[src/rtl/cpu_pkg.sv]
// Shared CPU definitions: branch condition codes, fetch FSM states and the
// sequential PC increment.
package cpu_pkg;

  localparam int PC_STEP = 2;

  typedef enum logic [2:0] {
    CC_NE     = 3'b000,
    CC_EQ     = 3'b001,
    CC_GT     = 3'b010,
    CC_LT     = 3'b011,
    CC_GTE    = 3'b100,
    CC_LTE    = 3'b101,
    CC_OV     = 3'b110,
    CC_UNCOND = 3'b111
  } cond_code_e;

  typedef enum logic {
    ST_RUN  = 1'b0,
    ST_HALT = 1'b1
  } fetch_state_e;

endpackage

[src/rtl/pc_fetch_ctrl_if.sv]
// Fetch-control bus: decode/hazard-side inputs and PC/redirect outputs.
// Optional macro BR_STATS_EN adds the taken-branch counter.
interface pc_fetch_ctrl_if #(
  parameter int ADDR_W = 16
);
  logic              stall;
  logic              br_valid;
  logic              br_is_reg;
  logic [2:0]        br_cond;
  logic              flag_z;
  logic              flag_v;
  logic              flag_n;
  logic [ADDR_W-1:0] br_imm_target;
  logic [ADDR_W-1:0] br_reg_target;
  logic              hlt_fetched;
  logic [ADDR_W-1:0] pc;
  logic [ADDR_W-1:0] pc_plus2;
  logic              br_taken;
  logic              flush;
  logic              halted;
`ifdef BR_STATS_EN
  logic [15:0]       br_taken_cnt;
`endif

  // Pipeline / hazard side drives branch info and reads the fetch address.
  modport master (
    output stall, br_valid, br_is_reg, br_cond, flag_z, flag_v, flag_n,
           br_imm_target, br_reg_target, hlt_fetched,
`ifdef BR_STATS_EN
    input  br_taken_cnt,
`endif
    input  pc, pc_plus2, br_taken, flush, halted
  );

  // Fetch controller side.
  modport slave (
    input  stall, br_valid, br_is_reg, br_cond, flag_z, flag_v, flag_n,
           br_imm_target, br_reg_target, hlt_fetched,
`ifdef BR_STATS_EN
    output br_taken_cnt,
`endif
    output pc, pc_plus2, br_taken, flush, halted
  );

endinterface

[src/rtl/branch_cond_eval.sv]
// Purely combinational branch condition evaluator (code + Z/V/N -> taken).
module branch_cond_eval
  import cpu_pkg::*;
(
  input  logic [2:0] br_cond_i,
  input  logic       flag_z_i,
  input  logic       flag_v_i,
  input  logic       flag_n_i,
  output logic       cond_true_o
);

  // Decode the condition code against the current flags.
  always_comb begin
    cond_true_o = 1'b0;
    unique case (cond_code_e'(br_cond_i))
      CC_NE:     cond_true_o = ~flag_z_i;
      CC_EQ:     cond_true_o = flag_z_i;
      CC_GT:     cond_true_o = ~flag_z_i & ~flag_n_i;
      CC_LT:     cond_true_o = flag_n_i;
      CC_GTE:    cond_true_o = flag_z_i | (~flag_z_i & ~flag_n_i);
      CC_LTE:    cond_true_o = flag_n_i | flag_z_i;
      CC_OV:     cond_true_o = flag_v_i;
      CC_UNCOND: cond_true_o = 1'b1;
      default:   cond_true_o = 1'b0;
    endcase
  end

endmodule

[src/rtl/pc_fetch_ctrl.sv]
// Program-counter owner for the fetch stage: sequential PC+2, branch
// redirect (immediate or register target), stall hold and terminal halt.
// Optional macro BR_STATS_EN adds a saturating taken-branch counter.
module pc_fetch_ctrl
  import cpu_pkg::*;
#(
  parameter int              ADDR_W   = 16,
  parameter logic [ADDR_W-1:0] RESET_PC = 16'h0000
) (
  input  logic            clk,
  input  logic            rst,
  pc_fetch_ctrl_if.slave  fif
);

  localparam logic [ADDR_W-1:0] STEP = ADDR_W'(PC_STEP);

  fetch_state_e      state_q, state_d;
  logic [ADDR_W-1:0] pc_q, pc_d;
  logic              halted_q, halted_d;
  logic              cond_true;
  logic              br_taken;
  logic              advance;
  logic [ADDR_W-1:0] target;

  branch_cond_eval u_cond (
    .br_cond_i   (fif.br_cond),
    .flag_z_i    (fif.flag_z),
    .flag_v_i    (fif.flag_v),
    .flag_n_i    (fif.flag_n),
    .cond_true_o (cond_true)
  );

  // Branch resolution is gated by RUN so a halted core never redirects.
  assign br_taken = fif.br_valid & cond_true & (state_q == ST_RUN);
  assign advance  = (state_q == ST_RUN) & ~fif.stall;
  assign target   = fif.br_is_reg ? fif.br_reg_target : fif.br_imm_target;

  // Next PC / state: stall beats branch, branch beats a wrong-path HLT.
  always_comb begin
    state_d  = state_q;
    pc_d     = pc_q;
    halted_d = halted_q;
    if (advance) begin
      if (br_taken) begin
        pc_d = target;
      end else if (fif.hlt_fetched) begin
        state_d  = ST_HALT;
        halted_d = 1'b1;
      end else begin
        pc_d = pc_q + STEP;
      end
    end
  end

  // State, PC and halt flag registers.
  always_ff @(posedge clk or posedge rst) begin
    if (rst) begin
      state_q  <= ST_RUN;
      pc_q     <= RESET_PC;
      halted_q <= 1'b0;
    end else begin
      state_q  <= state_d;
      pc_q     <= pc_d;
      halted_q <= halted_d;
    end
  end

  assign fif.pc       = pc_q;
  assign fif.pc_plus2 = pc_q + STEP;
  assign fif.br_taken = br_taken;
  assign fif.flush    = br_taken & ~fif.stall;
  assign fif.halted   = halted_q;

`ifdef BR_STATS_EN
  logic [15:0] cnt_q, cnt_d;

  // Count redirects actually committed; saturate rather than wrap.
  always_comb begin
    cnt_d = cnt_q;
    if (fif.flush && (cnt_q != 16'hFFFF)) cnt_d = cnt_q + 16'd1;
  end

  // Taken-branch counter register.
  always_ff @(posedge clk or posedge rst) begin
    if (rst) cnt_q <= 16'h0000;
    else     cnt_q <= cnt_d;
  end

  assign fif.br_taken_cnt = cnt_q;
`endif

endmodule

[src/flat_wrapper.sv]
// flat-port wrapper written by rule: the top's interface ports become plain ports
module pc_fetch_ctrl_flat import cpu_pkg::*;
#(
  parameter int              ADDR_W   = 16,
  parameter logic [ADDR_W-1:0] RESET_PC = 16'h0000
)
  (clk, rst, fif_stall, fif_br_valid, fif_br_is_reg, fif_br_cond, fif_flag_z, fif_flag_v, fif_flag_n, fif_br_imm_target, fif_br_reg_target, fif_hlt_fetched, fif_pc, fif_pc_plus2, fif_br_taken, fif_flush, fif_halted);
  pc_fetch_ctrl_if #(.ADDR_W(ADDR_W)) fif_i ();
  input  logic clk;
  input  logic rst;
  input wire logic [$bits(fif_i.stall)-1:0] fif_stall;
  input wire logic [$bits(fif_i.br_valid)-1:0] fif_br_valid;
  input wire logic [$bits(fif_i.br_is_reg)-1:0] fif_br_is_reg;
  input wire logic [$bits(fif_i.br_cond)-1:0] fif_br_cond;
  input wire logic [$bits(fif_i.flag_z)-1:0] fif_flag_z;
  input wire logic [$bits(fif_i.flag_v)-1:0] fif_flag_v;
  input wire logic [$bits(fif_i.flag_n)-1:0] fif_flag_n;
  input wire logic [$bits(fif_i.br_imm_target)-1:0] fif_br_imm_target;
  input wire logic [$bits(fif_i.br_reg_target)-1:0] fif_br_reg_target;
  input wire logic [$bits(fif_i.hlt_fetched)-1:0] fif_hlt_fetched;
  output wire logic [$bits(fif_i.pc)-1:0] fif_pc;
  output wire logic [$bits(fif_i.pc_plus2)-1:0] fif_pc_plus2;
  output wire logic [$bits(fif_i.br_taken)-1:0] fif_br_taken;
  output wire logic [$bits(fif_i.flush)-1:0] fif_flush;
  output wire logic [$bits(fif_i.halted)-1:0] fif_halted;
  assign fif_i.stall = fif_stall;
  assign fif_i.br_valid = fif_br_valid;
  assign fif_i.br_is_reg = fif_br_is_reg;
  assign fif_i.br_cond = fif_br_cond;
  assign fif_i.flag_z = fif_flag_z;
  assign fif_i.flag_v = fif_flag_v;
  assign fif_i.flag_n = fif_flag_n;
  assign fif_i.br_imm_target = fif_br_imm_target;
  assign fif_i.br_reg_target = fif_br_reg_target;
  assign fif_i.hlt_fetched = fif_hlt_fetched;
  assign fif_pc = fif_i.pc;
  assign fif_pc_plus2 = fif_i.pc_plus2;
  assign fif_br_taken = fif_i.br_taken;
  assign fif_flush = fif_i.flush;
  assign fif_halted = fif_i.halted;
  pc_fetch_ctrl #(.ADDR_W(ADDR_W), .RESET_PC(RESET_PC)) u_core (.clk(clk), .rst(rst), .fif(fif_i));
endmodule
[config.mk]
export PLATFORM = sky130hd
export DESIGN_NAME = pc_fetch_ctrl_flat
export DESIGN_NICKNAME = d
export VERILOG_FILES = /design/src/rtl/cpu_pkg.sv /design/src/rtl/pc_fetch_ctrl_if.sv /design/src/rtl/branch_cond_eval.sv /design/src/rtl/pc_fetch_ctrl.sv /design/src/flat_wrapper.sv
export SDC_FILE = /design/constraint.sdc
export NUM_CORES = 1
export LEC_CHECK = 0
export CAP_MARGIN = 40
export CORE_MARGIN = 4
export CORE_UTILIZATION = 40
export CTS_CLUSTER_SIZE = 40
export DETAILED_ROUTE_END_ITERATION = 8
export GPL_TIMING_DRIVEN = 1
export PLACE_DENSITY_LB_ADDON = 0.25
export SYNTH_ARGS = -nofsm -noshare
export SYNTH_HDL_FRONTEND = slang
export SYNTH_SLANG_ARGS = --single-unit
[constraint.sdc]
create_clock -name clk -period 2.54 [get_ports clk]
set_input_delay 0.508 -clock clk [delete_from_list [all_inputs] [get_ports clk]]
set_output_delay 0.508 -clock clk [all_outputs]
set_load 0.02 [all_outputs]
# == Word level (Yosys, flattened, before mapping) ==
# Cells that the tools add are included.
# totals
elab_cells,30
regBits,17
out_inout_bits,35
# op_classes
n_addsub,1
bitwise_logic,12
eq_ne,8
muxes,4
reduce_logical,3
# ops
cell,count
$mux 16,3
$add 16x2->16 const B,1
$eq 3x3->1 const B,4
$pmux 1 s8,1
$eq 3x2->1 const B,2
$and 1x1->1,5
$not 1->1,5
$eq 3x1->1 const B,1
$logic_not 3->1,1
$reduce_and 3->1,1
$ne 2x1->1 const B,1
$or 1x1->1,2
$reduce_and 2->1,1

# == Logic depth before layout (Yosys ltp) ==
# Gate-level depths: netlist of run 1.
# depth
word_depth,8
depth_mapped,7

# == Hierarchy ==
# From an unflattened synthesis of run 1, not the netlist that was laid out.
# hier_totals
hier_cells,167
area_unflattened_um2,1406.3
# by_module_without_submodules
mod,n_inst,cells_each,area_each_um2
pc_fetch_ctrl,1,156,1330.0
branch_cond_eval,1,11,76.3

# == Worst setup path before layout of run 1 ==
# OpenSTA, ideal clock, no wires.
# synth_timing
path_type,register -> output
start,register u_core.pc_q[2] (netlist: u_core.fif.pc[2])
end,output port fif_pc_plus2[13]
path_stages_with_launch,6
t_arrival_ns,1.694
required_ns,2.032
path_slack_ns,0.338
cell_sequence,dfrtp_1 > ha_1 > clkbuf_1 > inv_1 > nor4_1 > xor2_1
# synth_between
elab_chain_len,1
# synth_rtl
item,line_no,text
from (decl),pc_fetch_ctrl.sv:18,"logic [ADDR_W-1:0] pc_q, pc_d;"
from (signal assigned),pc_fetch_ctrl.sv:63,pc_q <= pc_d;
$add 16x2->16,pc_fetch_ctrl.sv:69,assign fif.pc_plus2 = pc_q + STEP;
to (decl),flat_wrapper.sv:22,output wire logic [$bits(fif_i.pc_plus2)-1:0] fif_pc_plus2;
# Every way passes these cells.

# == Final worst setup path of run 1 ==
# layout_timing
start,input port fif_br_cond[2]
end,output port fif_br_taken
# layout_between
elab_chain_len,4
word_cells_on_any_way,11
cone_classes,7 x eq/ne; 1 x mux; 2 x bitwise; 1 x reduce/logical
# layout_rtl
item,line_no,text
from (decl),flat_wrapper.sv:14,input wire logic [$bits(fif_i.br_cond)-1:0] fif_br_cond;
$eq 3x3->1 (tied with other cells),branch_cond_eval.sv:15,unique case (cond_code_e'(br_cond_i))
$pmux 1 s8 (*),branch_cond_eval.sv:15,
$and 1x1->1 (*) (2 in a row),pc_fetch_ctrl.sv:34,assign br_taken = fif.br_valid & cond_true & (state_q == ST_RUN);
to (decl),flat_wrapper.sv:23,output wire logic [$bits(fif_i.br_taken)-1:0] fif_br_taken;
# Every way passes the cells marked *; elsewhere a longest branch is shown, timed or not.

==> results by group, run 1 <==
Critical path
  – Worst Path Max Fanout: 3
  – CP Launch Type: input port
  – Crit path kind: input port to primary output
  – Required @ worst endpoint: 2.03 ns
  – Worst Setup End Kind: primary output
  – Worst path arrival time: a little under 2 ns

Clock tree
  – CTS tree: built
  – Htree depth: 1
  – Skew-Pair Late Insertion Delay: between 0.2 and 0.3 ns
  – Clk slew on worst S/H paths: 0.07 ns
  – CTS sink count: 17
  – Clk buf depth: 2
  – CTS Buf Count: 3
  – Root Buffer: clkbuf_8
  – Hold buffers post-CTS: 0

Logic synthesis
  – Synth Cell Area: between 1000 and 1500 µm²
  – Ys Warns: 0
  – Synth area leaders: dfrtp_1, mux2i_1, mux2_2
  – Mapped Avg Cell Area: just over 9 µm²
  – Yosys top cell by area: dfrtp_1
  – Syn Nets: 202
  – Register bit count reported by yosys: 17
  – Distinct cells, synth: 46
  – Register area share after synthesis: 29.1%
  – Yosys top cell area share: 29.1%
  – Post-synth EDFFs: 0
  – Async S/R FF share, synth: between 90% and 100%
  – Syn Inst Count: 157
  – Top FF cell, synth: dfrtp_1

Global route
  – Gr usage total: between 20% and 30%
  – Initial antenna violation count: 0
  – Vias in the first global route: between 1500 and 2000
  – Gr ovfl total: 0
  – Largest net degree at the start of global routing: 19
  – First-pass GRT wire length: roughly 8.4 mm

Timing
  – Setup Viol. Count Final: 0
  – Measured slew at the worst slew-check pin: 0.739 ns
  – Final min period: 2.46 ns
  – RSZ-0062 raised after global routing: no
  – Max transition margin: 50.7%
  – Worst clock skew: 0.00239 ns
  – Setup ws final: between 0.08 and 0.09 ns
  – Fmax: 407 MHz
  – Final worst-path cycle share: 96.7%
  – Hold Vio Cnt, Final: 0
  – Fin. max-slew vios: 0
  – Setup TNS: 0 ns

Power
  – Max IR drop VDD: 231 µV
  – Tot Pwr: 775 µW
  – PD cells: between 300 and 400 nW/µm²
  – Cell leakage power: 1.12 nW

Route
  – DRT Pass-1 Iters: 4
  – Final ANT Viol Nets: 0
  – Avg Vias per Cell: 5.54
  – Initial drt markers: 121
  – Vias post-DR: 1685
  – DR WL/cell: 18.1 µm
  – Residual DRC: 0
  – Wirelength, routed: 5.50 mm

Finish
  – Post-route insts no fill: 304
  – Post-layout util: between 70% and 80%
  – Fillers: approximately 260
  – Register Area: 427 µm²
  – Area growth from synthesis to layout: 72.2%
  – N_diodes: 0
  – NumNets Final: 304
  – Commonest non-fill, non-tap cells in the layout: clkdlybuf4s50_1, buf_4, dfrtp_1
  – Area taken by multi-input logic gates: 953 µm²
  – Most common cell after layout, fill and taps aside: clkdlybuf4s50_1
  – Share of layout cells above drive strength 1: 22.1%

Placed design
  – GPL Wtd Cong: ~0.91
  – DP Worst Slack: -0.491 ns
  – HPWL after DPL: 4.19 mm
  – Port bufs: 78
  – Cell Count Post-Placement: 295

Floorplanning
  – Core area: 3440 µm²
  – Row cnt: 21
  – DIE AREA: 4690 µm²
  – I/O pin count: just under 80
  – Initial Util: between 40% and 50%
  – Die Width: between 60 and 70 µm
  – Die span in y: 68.5 µm

Hold path
  – Min-delay worst type: flop to flop

Outcome
  – Status: finished clean

Flow run
  – Max Cap Viol: 0
==> cell type report <==
class,count,share of cell area (%)
flip-flops and latches,17,16.9
repair buffers,108,39.6
clock buffers,4,1.79
well taps,46,2.28
inverters,10,1.59
multi-input cells,119,37.8
==> sequential cells by signal (all words and copies together) (netlist names) <==
register,count
u_core.fif.pc,16
u_core.state_q,1
==> worst paths after layout <==
path                                  startpoint               end  slack [ns]  cells past startpoint
worst max-delay path              fif_br_cond[2]      fif_br_taken        0.08                      7
worst min-delay path            u_core.fif.pc[0]  u_core.fif.pc[0]        0.56                      2
worst max register to register    u_core.state_q  u_core.fif.pc[1]        0.47                      7
worst min register to register  u_core.fif.pc[0]  u_core.fif.pc[0]        0.56                      2
max in group asynchronous                    rst  u_core.fif.pc[5]        1.33                      2
min in group asynchronous                    rst  u_core.fif.pc[7]        0.70                      2
==> cells by family after synthesis <==
| group | synth area share [%] |
|---|---|
| AO/OA/AOI/OAI | 19.2 |
| XOR/XNOR | 7.78 |
| adder cells (fa/ha/maj) | 0.855 |
| buffers and inverters | 7.09 |
| flip-flops | 29.1 |
| multiplexers | 14.4 |
| AND/OR/NAND/NOR | 21.5 |
==> metal layers <==
| metal | global-route usage [%] | vias up | routed length (µm) |
|---|---|---|---|
| met5 | 0 | - | 0 |
| met4 | 8.19 | 0 | 40 |
| met3 | 4.70 | 4 | 515 |
| met2 | 44.2 | 81 | 2720 |
| met1 | 27.9 | 813 | 2220 |
| li1 | - | 787 | - |
==> where the power goes <==
group	switching, mW	internal (mW)
Clock	0.0951	0.111
Combinational	0.115	0.154
Sequential	0.0154	0.284
Total	0.226	0.549
==> through the flow <==
step           cell area [µm²]  hold WS (ns)
5_1_grt                   2520         0.594
6_report                  2520         0.563
3_5_place_dp              2430         0.549
3_3_place_gp              2430         0.534
4_1_cts                   2490         0.565
2_1_floorplan             1460         0.434
==> critical path, stage by stage <==
cell and delay, ns:
clkdlybuf4s50_1 0.53, a211oi_1 0.06, buf_4 0.14, o311ai_4 0.29, buf_6 0.15, inv_4 0.03, clkdlybuf4s15_2 0.24
==> Yosys cell counts (2+ instances only) <==
cell type  count
dfrtp_1       17
mux2i_1       11
a221o_1        8
inv_1          8
mux2_2         8
nand2_1        8
nand3_1        7
xnor2_1        7
nor3_1         6
nor3b_1        6
xor2_1         6
nand4_1        5
nor4_1         5
a21oi_1        4
clkbuf_1       4
nor2_1         4
a2bb2oi_1      3
buf_2          3
nand2b_1       3
a211oi_1       2
and3_1         2
buf_6          2
nor2b_1        2
nor4b_1        2
o21ai_0        2
o21ai_1        2
==> what timing repair did <==
| item | CTS | global route |
|---|---|---|
| resized for setup | 15 | 13 |
| endpoints found under the setup margin | 9 | 7 |
| pin swaps | 2 | 1 |
| setup buffers | 3 | 2 |
Note: power is estimated with default switching activity, not from simulation.
==> run 2: changes to the inputs <==
DONT_BUFFER_PORTS = 1   (was not set)
==> run 2 against run 1 <==
  * Final cell count decreased by 30%
  * Clock skew decreased by 0.0010 ns
  * Sequential power increased by 2%
  * Clock-buffer cell count unchanged
  * Global-route usage decreased by 5.2 points
  * Sequential share of layout area increased by 8.6 points
  * Cell area decreased by 34%
  * Routed wire length decreased by 21%
  * Combinational power decreased by 51%
  * Fmax increased by 4.0%
==> results by group, run 2 (synthesis gave the netlist of run 1 again) <==
Clock tree
  – Clk slew on worst S/H paths: 0.07 ns (about the same)
  – Clk buf depth: 2 (unchanged)
  – Hold buffers post-CTS: 0 (unchanged)
  – CTS Buf Count: 3 (unchanged)
  – Skew-Pair Late Insertion Delay: 0.25 ns (about the same)
  – Root Buffer: clkbuf_8
  – CTS sink count: 17 (unchanged)
  – Htree depth: 1 (unchanged)
  – CTS tree: built

Finish
  – Max reg flops: 16 (unchanged)
  – Post-route insts no fill: 213 (-30%)
  – Register Area: 425 µm² (-0.29%)
  – Share of layout cells above drive strength 1: 24.6% (+2.5 points)
  – Post-layout util: 48.5% (-25 points)
  – Commonest non-fill, non-tap cells in the layout: buf_4, dfrtp_1, mux2i_1
  – Area taken by multi-input logic gates: 973 µm² (+2.1%)
  – Area growth from synthesis to layout: 14.0%
  – Fin area: 1670 µm² (-34%)
  – Fillers: 329 (+29%)
  – NumNets Final: 213 (-30%)
  – N_diodes: 0 (unchanged)

Floorplanning
  – Row cnt: 21 (unchanged)
  – DIE AREA: 4690 µm² (unchanged)
  – Die span in y: 68.5 µm (unchanged)
  – Initial Util: 42.5% (unchanged)
  – Core area: 3440 µm² (unchanged)
  – Die Width: 68.5 µm (unchanged)
  – I/O pin count: 79 (unchanged)

Placed design
  – DP Area: 1580 µm² (-35%)
  – HPWL after DPL: 3.29 mm (-22%)
  – Cell Count Post-Placement: 208 (-29%)
  – Port bufs: 0 (-100%)
  – DP Worst Slack: 0.265 ns (+0.756 ns)
  – GPL Wtd Cong: 0.892 (-2.3%)

Timing
  – Hold Vio Cnt, Final: 0 (unchanged)
  – Fmax: 423 MHz (+4.0%)
  – Final min period: 2.36 ns (-0.0938 ns)
  – Setup TNS: 0 ns (unchanged)
  – Measured slew at the worst slew-check pin: 0.670 ns (-0.0699 ns)
  – Final worst-path cycle share: 93.0% (-3.7 points)
  – Setup ws final: 0.178 ns (+0.0938 ns)
  – Fin. max-slew vios: 0 (unchanged)
  – Worst clock skew: 0.00137 ns (-0.00102 ns)
  – Setup Viol. Count Final: 0 (unchanged)
  – Max transition margin: 55.3% (+4.7 points)

Route
  – Residual DRC: 0 (unchanged)
  – DR WL/cell: 20.4 µm (+13%)
  – Wirelength, routed: 4.35 mm (-21%)
  – DRT Pass-1 Iters: 4 (unchanged)
  – Vias post-DR: 1300 (-23%)
  – Initial drt markers: 53 (-56%)
  – Avg Vias per Cell: 6.10 (+10%)
  – Final ANT Viol Nets: 0 (unchanged)

Critical path
  – FF-to-FF path depth: 7 (unchanged)
  – Worst Setup End Kind: primary output
  – CP Launch Type: flop
  – CP Cell Sequence: and4_2 -> nand2_1 -> nor4_1 -> xor2_1 -> buf_4
  – Slowest cell on crit path: dfrtp_1
  – Buf/Inv on CP: 1 (-4)
  – Worst Path Max Fanout: 8 (+5)
  – Stages on the worst setup path: 5 (-2)
  – Critical path's top delay family: simple AND/OR/NAND/NOR gates
  – Crit path kind: flop to primary output
  – Worst path arrival time: 1.85 ns (-0.10 ns)
  – Required @ worst endpoint: 2.03 ns (about the same)
  – Max stage delay on crit path: 0.53 ns (about the same)

Flow run
  – Max Cap Viol: 0 (unchanged)

Global route
  – Initial antenna violation count: 0 (unchanged)
  – Vias in the first global route: 1293 (-28%)
  – Gr ovfl total: 0 (unchanged)
  – Largest net degree at the start of global routing: 20 (+1)
  – First-pass GRT wire length: 6.55 mm (-22%)
  – Gr usage total: 19.0% (-5.2 points)

Hold path
  – Min-delay worst type: input port to async pin

Outcome
  – Status: finished clean

Power
  – PD cells: 385 nW/µm² (+25%)
  – Cell leakage power: 0.701 nW (-37%)
  – Max IR drop VDD: 314 µV (+36%)
[run 2: cell count changes in the layout (fill, tap and decap cells not counted), moves of 2 or more]
cell,before,now
clkdlybuf4s50_1,64,0
buf_4,29,17
dlygate4sd2_1,6,0
dlymetal6s2s_1,4,0
nor4_2,3,0
xor2_1,6,3
xor2_2,0,3
clkbuf_2,2,0
nor4_1,2,4
[run 2: through the flow]
stage,total power [mW],hold WS (ns)
after floorplan,0.412,0.434
after global placement,0.437,0.533
after detailed placement,0.440,0.535
final,0.642,0.236
after global routing,0.675,0.304
after CTS,0.647,0.261
[run 2: timing repair]
action / in CTS / in global routing
gates resized for setup: 1 / 5
pin swaps: 1 / 1
endpoints found under the setup margin: 1 / 5
buffers inserted: 0 / 1
[run 2: where the power goes]
| group | switching [mW] | leakage, nW | total [mW] | internal (mW) |
|---|---|---|---|---|
| logic | 0.0764 | 0.464 | 0.131 | 0.0543 |
| clock network | 0.0943 | 0.0228 | 0.206 | 0.111 |
| registers | 0.0224 | 0.215 | 0.306 | 0.284 |
| total | 0.193 | 0.701 | 0.642 | 0.449 |
[run 2: final timing paths]
path                                  start                 to  slack [ns]
setup / recovery           u_core.fif.pc[6]   fif_pc_plus2[14]        0.18
hold / removal                          rst  u_core.fif.pc[11]        0.24
setup reg to reg           u_core.fif.pc[6]  u_core.fif.pc[13]        0.55
hold reg to reg              u_core.state_q     u_core.state_q        0.69
max in group asynchronous               rst   u_core.fif.pc[5]        1.88
min in group clk                  fif_stall     u_core.state_q        0.35
[run 2: metal layers]
| layer | share of wire, % | wire length (µm) | global-route usage (%) |
|---|---|---|---|
| met2 | 46 | 2010 | 29.4 |
| met5 | 0 | 0 | 0 |
| met1 | 42 | 1850 | 24.7 |
| met4 | 1.2 | 51 | 6.20 |
| met3 | 10 | 442 | 6.48 |
[run 2: area by class of cell]
type / count / share of cell area (%)
well taps: 46 / 3.45
multi-input cells: 119 / 58.3
clock buffers: 4 / 2.70
repair buffers: 17 / 7.65
flip-flops and latches: 17 / 25.5
inverters: 10 / 2.40
[run 2: worst register-to-register path: cells and delay by family (launching register included)]
kind / cells / cell delay, ns
flops: 1 / 0.53
buf+inv: 2 / 0.37
compound gates: 1 / 0.26
xor+xnor: 1 / 0.12
simple gates: 3 / 0.61
